==> src/rtl/codeword_tx.sv <==
// Serial codeword transmitter: sends a captured word MSB-first, repeated rep_in+1 times.
// Optional idle-filler LFSR enabled by defining FILLER_LFSR_EN; otherwise idle bit is 0.
module codeword_tx #(
   parameter int unsigned WORD_W    = 12,
   parameter logic [15:0] LFSR_SEED = 16'hACE1
) (
   input  logic              clk,
   input  logic              reset,
   input  logic              start,
   input  logic [WORD_W-1:0] word_in,
   input  logic [3:0]        rep_in,
   output logic              serial_out,
   output logic              busy,
   output logic              frame_start,
   output logic              done,
   output logic [15:0]       sent_count
);

   localparam int unsigned BIT_W = (WORD_W > 1) ? $clog2(WORD_W) : 1;
   localparam logic [BIT_W-1:0] MSB_IDX = BIT_W'(WORD_W - 1);

   typedef enum logic [0:0] {
      IDLE = 1'b0,
      SEND = 1'b1
   } state_e;

   state_e            state_q, state_d;
   logic [WORD_W-1:0] word_q, word_d;
   logic [3:0]        rep_q, rep_d;
   logic [BIT_W-1:0]  bit_q, bit_d;
   logic [BIT_W-1:0]  bit_dec_c;
   logic [15:0]       cnt_q, cnt_d;
   logic              busy_q, busy_d;
   logic              frame_q, frame_d;
   logic              done_q, done_d;
   logic              serial_q, serial_d;
   logic              idle_nxt_c;
   logic              idle_rst_c;

`ifdef FILLER_LFSR_EN
   // Fibonacci LFSR x^16+x^14+x^13+x^11+1, shifting toward bit 0; frozen while sending.
   logic [15:0] lfsr_q, lfsr_d;
   logic        lfsr_fb_c;

   always_comb begin
      lfsr_fb_c = lfsr_q[0] ^ lfsr_q[2] ^ lfsr_q[3] ^ lfsr_q[5];
      lfsr_d    = lfsr_q;
      if (state_q == IDLE) begin
         lfsr_d = {lfsr_fb_c, lfsr_q[15:1]};
      end
   end

   always_ff @(posedge clk) begin
      if (reset) begin
         lfsr_q <= LFSR_SEED;
      end else begin
         lfsr_q <= lfsr_d;
      end
   end

   assign idle_nxt_c = lfsr_d[0];
   assign idle_rst_c = LFSR_SEED[0];
`else
   logic unused_seed_c;

   assign unused_seed_c = ^LFSR_SEED;
   assign idle_nxt_c    = 1'b0;
   assign idle_rst_c    = 1'b0;
`endif

   assign bit_dec_c = bit_q - BIT_W'(1);

   // Next-state and next-output logic; outputs are registered one-to-one from *_d.
   always_comb begin
      state_d  = state_q;
      word_d   = word_q;
      rep_d    = rep_q;
      bit_d    = bit_q;
      cnt_d    = cnt_q;
      busy_d   = 1'b0;
      frame_d  = 1'b0;
      done_d   = 1'b0;
      serial_d = idle_nxt_c;

      case (state_q)
         IDLE: begin
            if (start) begin
               state_d  = SEND;
               word_d   = word_in;
               rep_d    = rep_in;
               bit_d    = MSB_IDX;
               busy_d   = 1'b1;
               frame_d  = 1'b1;
               serial_d = word_in[WORD_W-1];
            end
         end
         SEND: begin
            busy_d = 1'b1;
            if (bit_q != '0) begin
               bit_d    = bit_dec_c;
               serial_d = word_q[bit_dec_c];
            end else begin
               cnt_d = cnt_q + 16'd1;
               if (rep_q != 4'd0) begin
                  // Next repetition starts immediately, no gap cycle.
                  rep_d    = rep_q - 4'd1;
                  bit_d    = MSB_IDX;
                  frame_d  = 1'b1;
                  serial_d = word_q[WORD_W-1];
               end else begin
                  state_d = IDLE;
                  busy_d  = 1'b0;
                  done_d  = 1'b1;
               end
            end
         end
         default: begin
            state_d = IDLE;
         end
      endcase
   end

   always_ff @(posedge clk) begin
      if (reset) begin
         state_q  <= IDLE;
         word_q   <= '0;
         rep_q    <= '0;
         bit_q    <= '0;
         cnt_q    <= '0;
         busy_q   <= 1'b0;
         frame_q  <= 1'b0;
         done_q   <= 1'b0;
         serial_q <= idle_rst_c;
      end else begin
         state_q  <= state_d;
         word_q   <= word_d;
         rep_q    <= rep_d;
         bit_q    <= bit_d;
         cnt_q    <= cnt_d;
         busy_q   <= busy_d;
         frame_q  <= frame_d;
         done_q   <= done_d;
         serial_q <= serial_d;
      end
   end

   assign serial_out  = serial_q;
   assign busy        = busy_q;
   assign frame_start = frame_q;
   assign done        = done_q;
   assign sent_count  = cnt_q;

endmodule

==> config.mk <==
export PLATFORM = sky130hd
export DESIGN_NAME = codeword_tx
export DESIGN_NICKNAME = d
export VERILOG_FILES = /design/src/rtl/codeword_tx.sv
export SDC_FILE = /design/constraint.sdc
export NUM_CORES = 1
export LEC_CHECK = 0
export ABC_AREA = 1
export CAP_MARGIN = 20
export CORE_UTILIZATION = 60
export DETAILED_ROUTE_END_ITERATION = 8
export DONT_BUFFER_PORTS = 1
export PLACE_DENSITY = 0.76
export SYNTH_ARGS = -nofsm -noshare
export SYNTH_HDL_FRONTEND = slang
export SYNTH_SLANG_ARGS = --single-unit
==> constraint.sdc <==
create_clock -name clk -period 4.4 [get_ports clk]
set_input_delay 0.44 -clock clk [delete_from_list [all_inputs] [get_ports clk]]
set_output_delay 0.44 -clock clk [all_outputs]
set_load 0.02 [all_outputs]
# Word-level counts from Yosys, hierarchy flattened
# Index checks and enable logic that the tools add are counted.
dict set report word_totals {
  reg_bits 40
}
dict set report op_classes {
  magnitude_cmp 1
  bitwise_logic 2
  muxes 21
  n_reduce_logical 7
  eq_ne 4
  n_addsub 3
}
# cell n
set op_table {}
lappend op_table {{4-bit 2-to-1 mux} 6}
lappend op_table {{16-bit by 1-bit adder with 16-bit output, second input constant} 1}
lappend op_table {{4-bit case mux with 2 select lines} 2}
lappend op_table {{1-bit 2-to-1 mux} 9}
lappend op_table {{4-bit nonzero test} 2}
lappend op_table {{4-bit by 1-bit subtractor with 4-bit output, second input constant} 2}
lappend op_table {{1-bit case mux with 2 select lines} 3}
lappend op_table {{2-bit AND reduction} 3}
lappend op_table {{4-bit by 5-bit < comparator with 1-bit output, second input constant} 1}
lappend op_table {{1-bit binary-select mux with 4-bit select} 1}
lappend op_table {{2-bit != test, second input constant} 2}
lappend op_table {{3-bit by 1-bit != test with 1-bit output, second input constant} 1}
lappend op_table {{3-bit AND reduction} 1}
lappend op_table {{3-bit OR reduction} 1}
lappend op_table {{2-bit by 1-bit != test with 1-bit output, second input constant} 1}
lappend op_table {{1-bit inverter} 2}

# Depth between registers and ports, before layout
dict set report logic_depth {
  depth_word 5
  mapped_depth 12
}

# Worst setup path after synthesis
# Ideal clock, no wire load.
dict set report synth_path {
  path_type {register -> register}
  from {register bit_q[0]}
  to {register cnt_q[4], in the netlist sent_count[4]}
  period_less_slack_ps 1618
  setup_slack_ps 2782
  required_ps 4322
  stages_incl_launch_ff 10
  arrival_time_ps 1541
  n_path_buf 2
  cell_sequence {dfxtp_1 buf_2 clkinv_1 ha_1 nand3_2 nor2_8 inv_2 buf_2 nor3_1 nor3_1}
}
dict set report synth_between {
  elab_chain_len 3
}
# item line_no
set synth_rtl {}
lappend synth_rtl {{start: declaration} 30} ;# logic [BIT_W-1:0] bit_q, bit_d;
lappend synth_rtl {{start signal: assignment} 138} ;# bit_q <= bit_d;
lappend synth_rtl {{4-bit nonzero test} 99} ;# if (bit_q != '0) begin
lappend synth_rtl {{1-bit inverter (no line)} n/a}
lappend synth_rtl {{2-bit AND reduction (no line)} n/a}
lappend synth_rtl {{end signal: assignment} 139} ;# cnt_q <= cnt_d;
lappend synth_rtl {{end: declaration} 32} ;# logic [15:0] cnt_q, cnt_d;
# Every way passes these cells.
# A chain may end at the register's enable or synchronous reset.

# Final worst setup path
dict set report layout_path {
  from {register bit_q[0]}
  to {register bit_q[3]}
}
dict set report layout_between {
  elab_chain_len 3
  word_cells_on_any_way 6
  cone_classes {1 x add/sub; 1 x eq/ne; 2 x mux; 2 x reduce/logical}
}
# item line_no
set layout_rtl {}
lappend layout_rtl {{4-bit by 1-bit subtractor with 4-bit output or 4-bit nonzero test (tied branches)} {71, 99}}
lappend layout_rtl {{4-bit 2-to-1 mux or 3-bit by 1-bit != test with 1-bit output (tied branches)} n/a}
lappend layout_rtl {{4-bit case mux with 2 select lines or 2-bit AND reduction (tied branches)} n/a}
# Several ways; a longest one is shown, not always the timed one.

==> metrics <==
Die W approximately 59 um; min Tclk post-route around 2000 ps; skew final about 6 ps; MaxCap Viol Count 0; share of layout cells above drive strength 1 under 10%; Root Buffer clkbuf_4; largest net degree at the start of global routing 27; Crit path buffers/inverters 2; first-pass GRT wire length about 6.6 mm; Logic pwr share 15.9%; FF+latch area roughly 800 um2; Worst path slowest cell dfxtp_1; routability cong. roughly 0.83; Worst-Margin Slew just under 700 ps; R2R depth 9; WHS between 100 and 150 ps; P&R area growth vs syn 5.44%; Die H about 60 um; CP delay by family, top flip-flops; Antenna Cells 0; Initial Util between 60% and 70%; Post-CTS Setup Repair Bufs 0; CP max stage delay 510 ps; Layout fillers roughly 280; site row count 20; Final Non-Filler Cells roughly 320; Fmax ~500 MHz; Post-Route WL 3.94 mm; DRT antenna net count 0; peak supply drop ~0.25 mV; global route overflow 0; multi-input logic area slightly below 1000 um2; Distinct cells, synth 30; Sw Ratio around 29%; critical hold path startpoint reset; critical path launch point type flip-flop; pre-CTS setup slack between 2000 and 2500 ps; outcome finished clean; period utilization 45.2%; # clock sinks 40; vias in the first global route between 1500 and 2000; Tot GR Track Use around 25%; wire length per cell ~12 um; CTS tree done; DPL Wire Length between 2 and 3 mm; Worst-Skew Late Latency ~350 ps; Final Instance Area about 2000 um2; utilization after layout 66.7%; Synth Cell Area 1930 um2; setup TNS 0 ps; hold path depth 1; final setup fails 0; Net Count, Synth 297; Reg2Reg Capture Point bit_q[3]; hold_buf cts 0; RSZ-0062 raised after global routing no; WP depth 9; Max Root-Sink Buffers 2; WS Path Type reg2reg; worst hold path type in2reg; 1st-iter DRT viols 52; normalized max-slew margin between 50 and 60%; Hold Path End sent_count[9]; number of buffers created by CTS 5; CP arrival 2280 ps; crit path setup slack, layout approximately 2400 ps; CP Max Fanout 14; critical path cell sequence clkinv_1, ha_1, nand3_2, nor2_8, inv_2, o22ai_2, nand2_1, nand2_1, a21oi_1; io pins 39; clock slew at reported path FFs ~120 ps; H-tree levels 2; Placeable Area a little over 3000 um2; full die area approximately 3400 um2; sequential power share a little over half; NumNets Final approximately 300; total number of vias roughly 1700; Ys Warns 0; Cell Pwr Density about 380 nW/um2; Buffers on Ports 0; First-pass DRT Iterations 4; Switching Power around 0.22 mW; most frequent CP cell nand2_1; placed cell areas 1960 um2; Worst R2R Start bit_q[0]; final hold vios 0; Avg Inst Size Synth roughly 7 um2; dpl cells 313; Leak ~0.83 nW; Seq/Total Area, Yosys approximately two fifths; Required @ worst endpoint 4690 ps; drc violations 0; overall power ~0.77 mW; flops & latches, synth 40; PostCTS Resize Cnt 0; initial antenna violation count 0; vias per inst approximately 5.3; Internal Power approximately 0.55 mW; crit end category flip-flop; Syn Inst Count 275; Final Slew Violations 0; clock share of power 31.2%; reg2reg setup slack roughly 2400 ps
## routing by layer
metal,vias to the layer above,global-route usage (%),routed length (um)
met5,-,0,0
met1,762,31.0,1880
li1,890,-,-
met4,0,12.2,80
met2,43,39.9,1770
met3,10,9.23,212
## synth_stat cells
cell,count,share of area (%)
nand2_4,1,0.58
nor3_2,2,1.0
clkbuf_1,3,0.58
nor4_1,1,0.32
nand3_1,13,3.4
o22ai_2,1,0.65
ha_1,3,1.9
inv_2,2,0.39
xnor2_1,2,0.91
buf_2,3,0.78
nor3b_1,1,0.39
nor2_4,1,0.58
a21o_1,1,0.39
nand4_1,2,0.65
dfxtp_1,40,41
clkinv_1,1,0.19
nand2_1,61,12
nor2_8,1,1.0
nand3_2,2,1.0
o21ai_0,24,6.2
nand2_2,2,0.65
nor2_2,1,0.32
a31oi_1,2,0.65
nor2_1,35,6.8
o21ai_1,3,0.78
a21oi_1,25,6.5
xor2_1,4,1.8
inv_1,28,5.4
nor3_1,9,2.3
inv_4,1,0.32
## logic make-up after synthesis
kind of cell	count (synthesis)	share of synthesized area (%)
simple gates	132	31.0
compound gates	56	15.2
flops	40	41.5
buf+inv	38	7.71
xor+xnor	6	2.72
fa+ha+maj	3	1.94
## sequential cells by signal, indices dropped and copies added, names as in the netlist
name	count
busy	1
rep_q	4
done	1
bit_q	4
sent_count	16
frame_start	1
serial_out	1
word_q	12
## power by group through the flow
stage,Clock (mW),Sequential (mW),Combinational (mW)
floorplan,0,0.408,0.105
global placement,0,0.414,0.118
detailed placement,0,0.415,0.121
CTS,0.243,0.407,0.122
global route,0.261,0.410,0.142
finish,0.240,0.407,0.122
## worst max-delay path by stage
stage	endpoint	start
after floorplan	sent_count[4]	bit_q[0]
after global routing	bit_q[3]	bit_q[0]
after global placement	bit_q[3]	bit_q[0]
after CTS	bit_q[3]	bit_q[0]
final	bit_q[3]	bit_q[0]
after detailed placement	bit_q[3]	bit_q[0]
## cells in the final DEF, fill, tap and decap left out, types with 2 or more instances in the layout
cell type	count
a31oi_1	2
xor2_1	4
o21ai_1	3
nor3_2	2
nand4_1	2
nand2_2	2
ha_1	3
nor2_1	35
nand3_2	2
xnor2_1	2
nand3_1	13
dfxtp_1	40
nor3_1	9
nand2_1	61
a21oi_1	25
clkbuf_4	5
inv_2	2
o21ai_0	24
inv_1	28
## layout make-up
cell class | instances | area share [%]
Inverter | 32 | 6.02
Multi-Input combinational cell | 197 | 48.2
Sequential cell | 40 | 39.3
Tap cell | 44 | 2.70
Clock buffer | 6 | 2.03
Clock inverter | 2 | 1.72
## worst reg2reg max path: stages, from the launching register on
cell and delay [ps]:
dfxtp_1 510, clkinv_1 270, ha_1 310, nand3_2 150
nor2_8 70, inv_2 200, o22ai_2 150, nand2_1 90
nand2_1 50, a21oi_1 130
(Power assumes the default switching activity.)
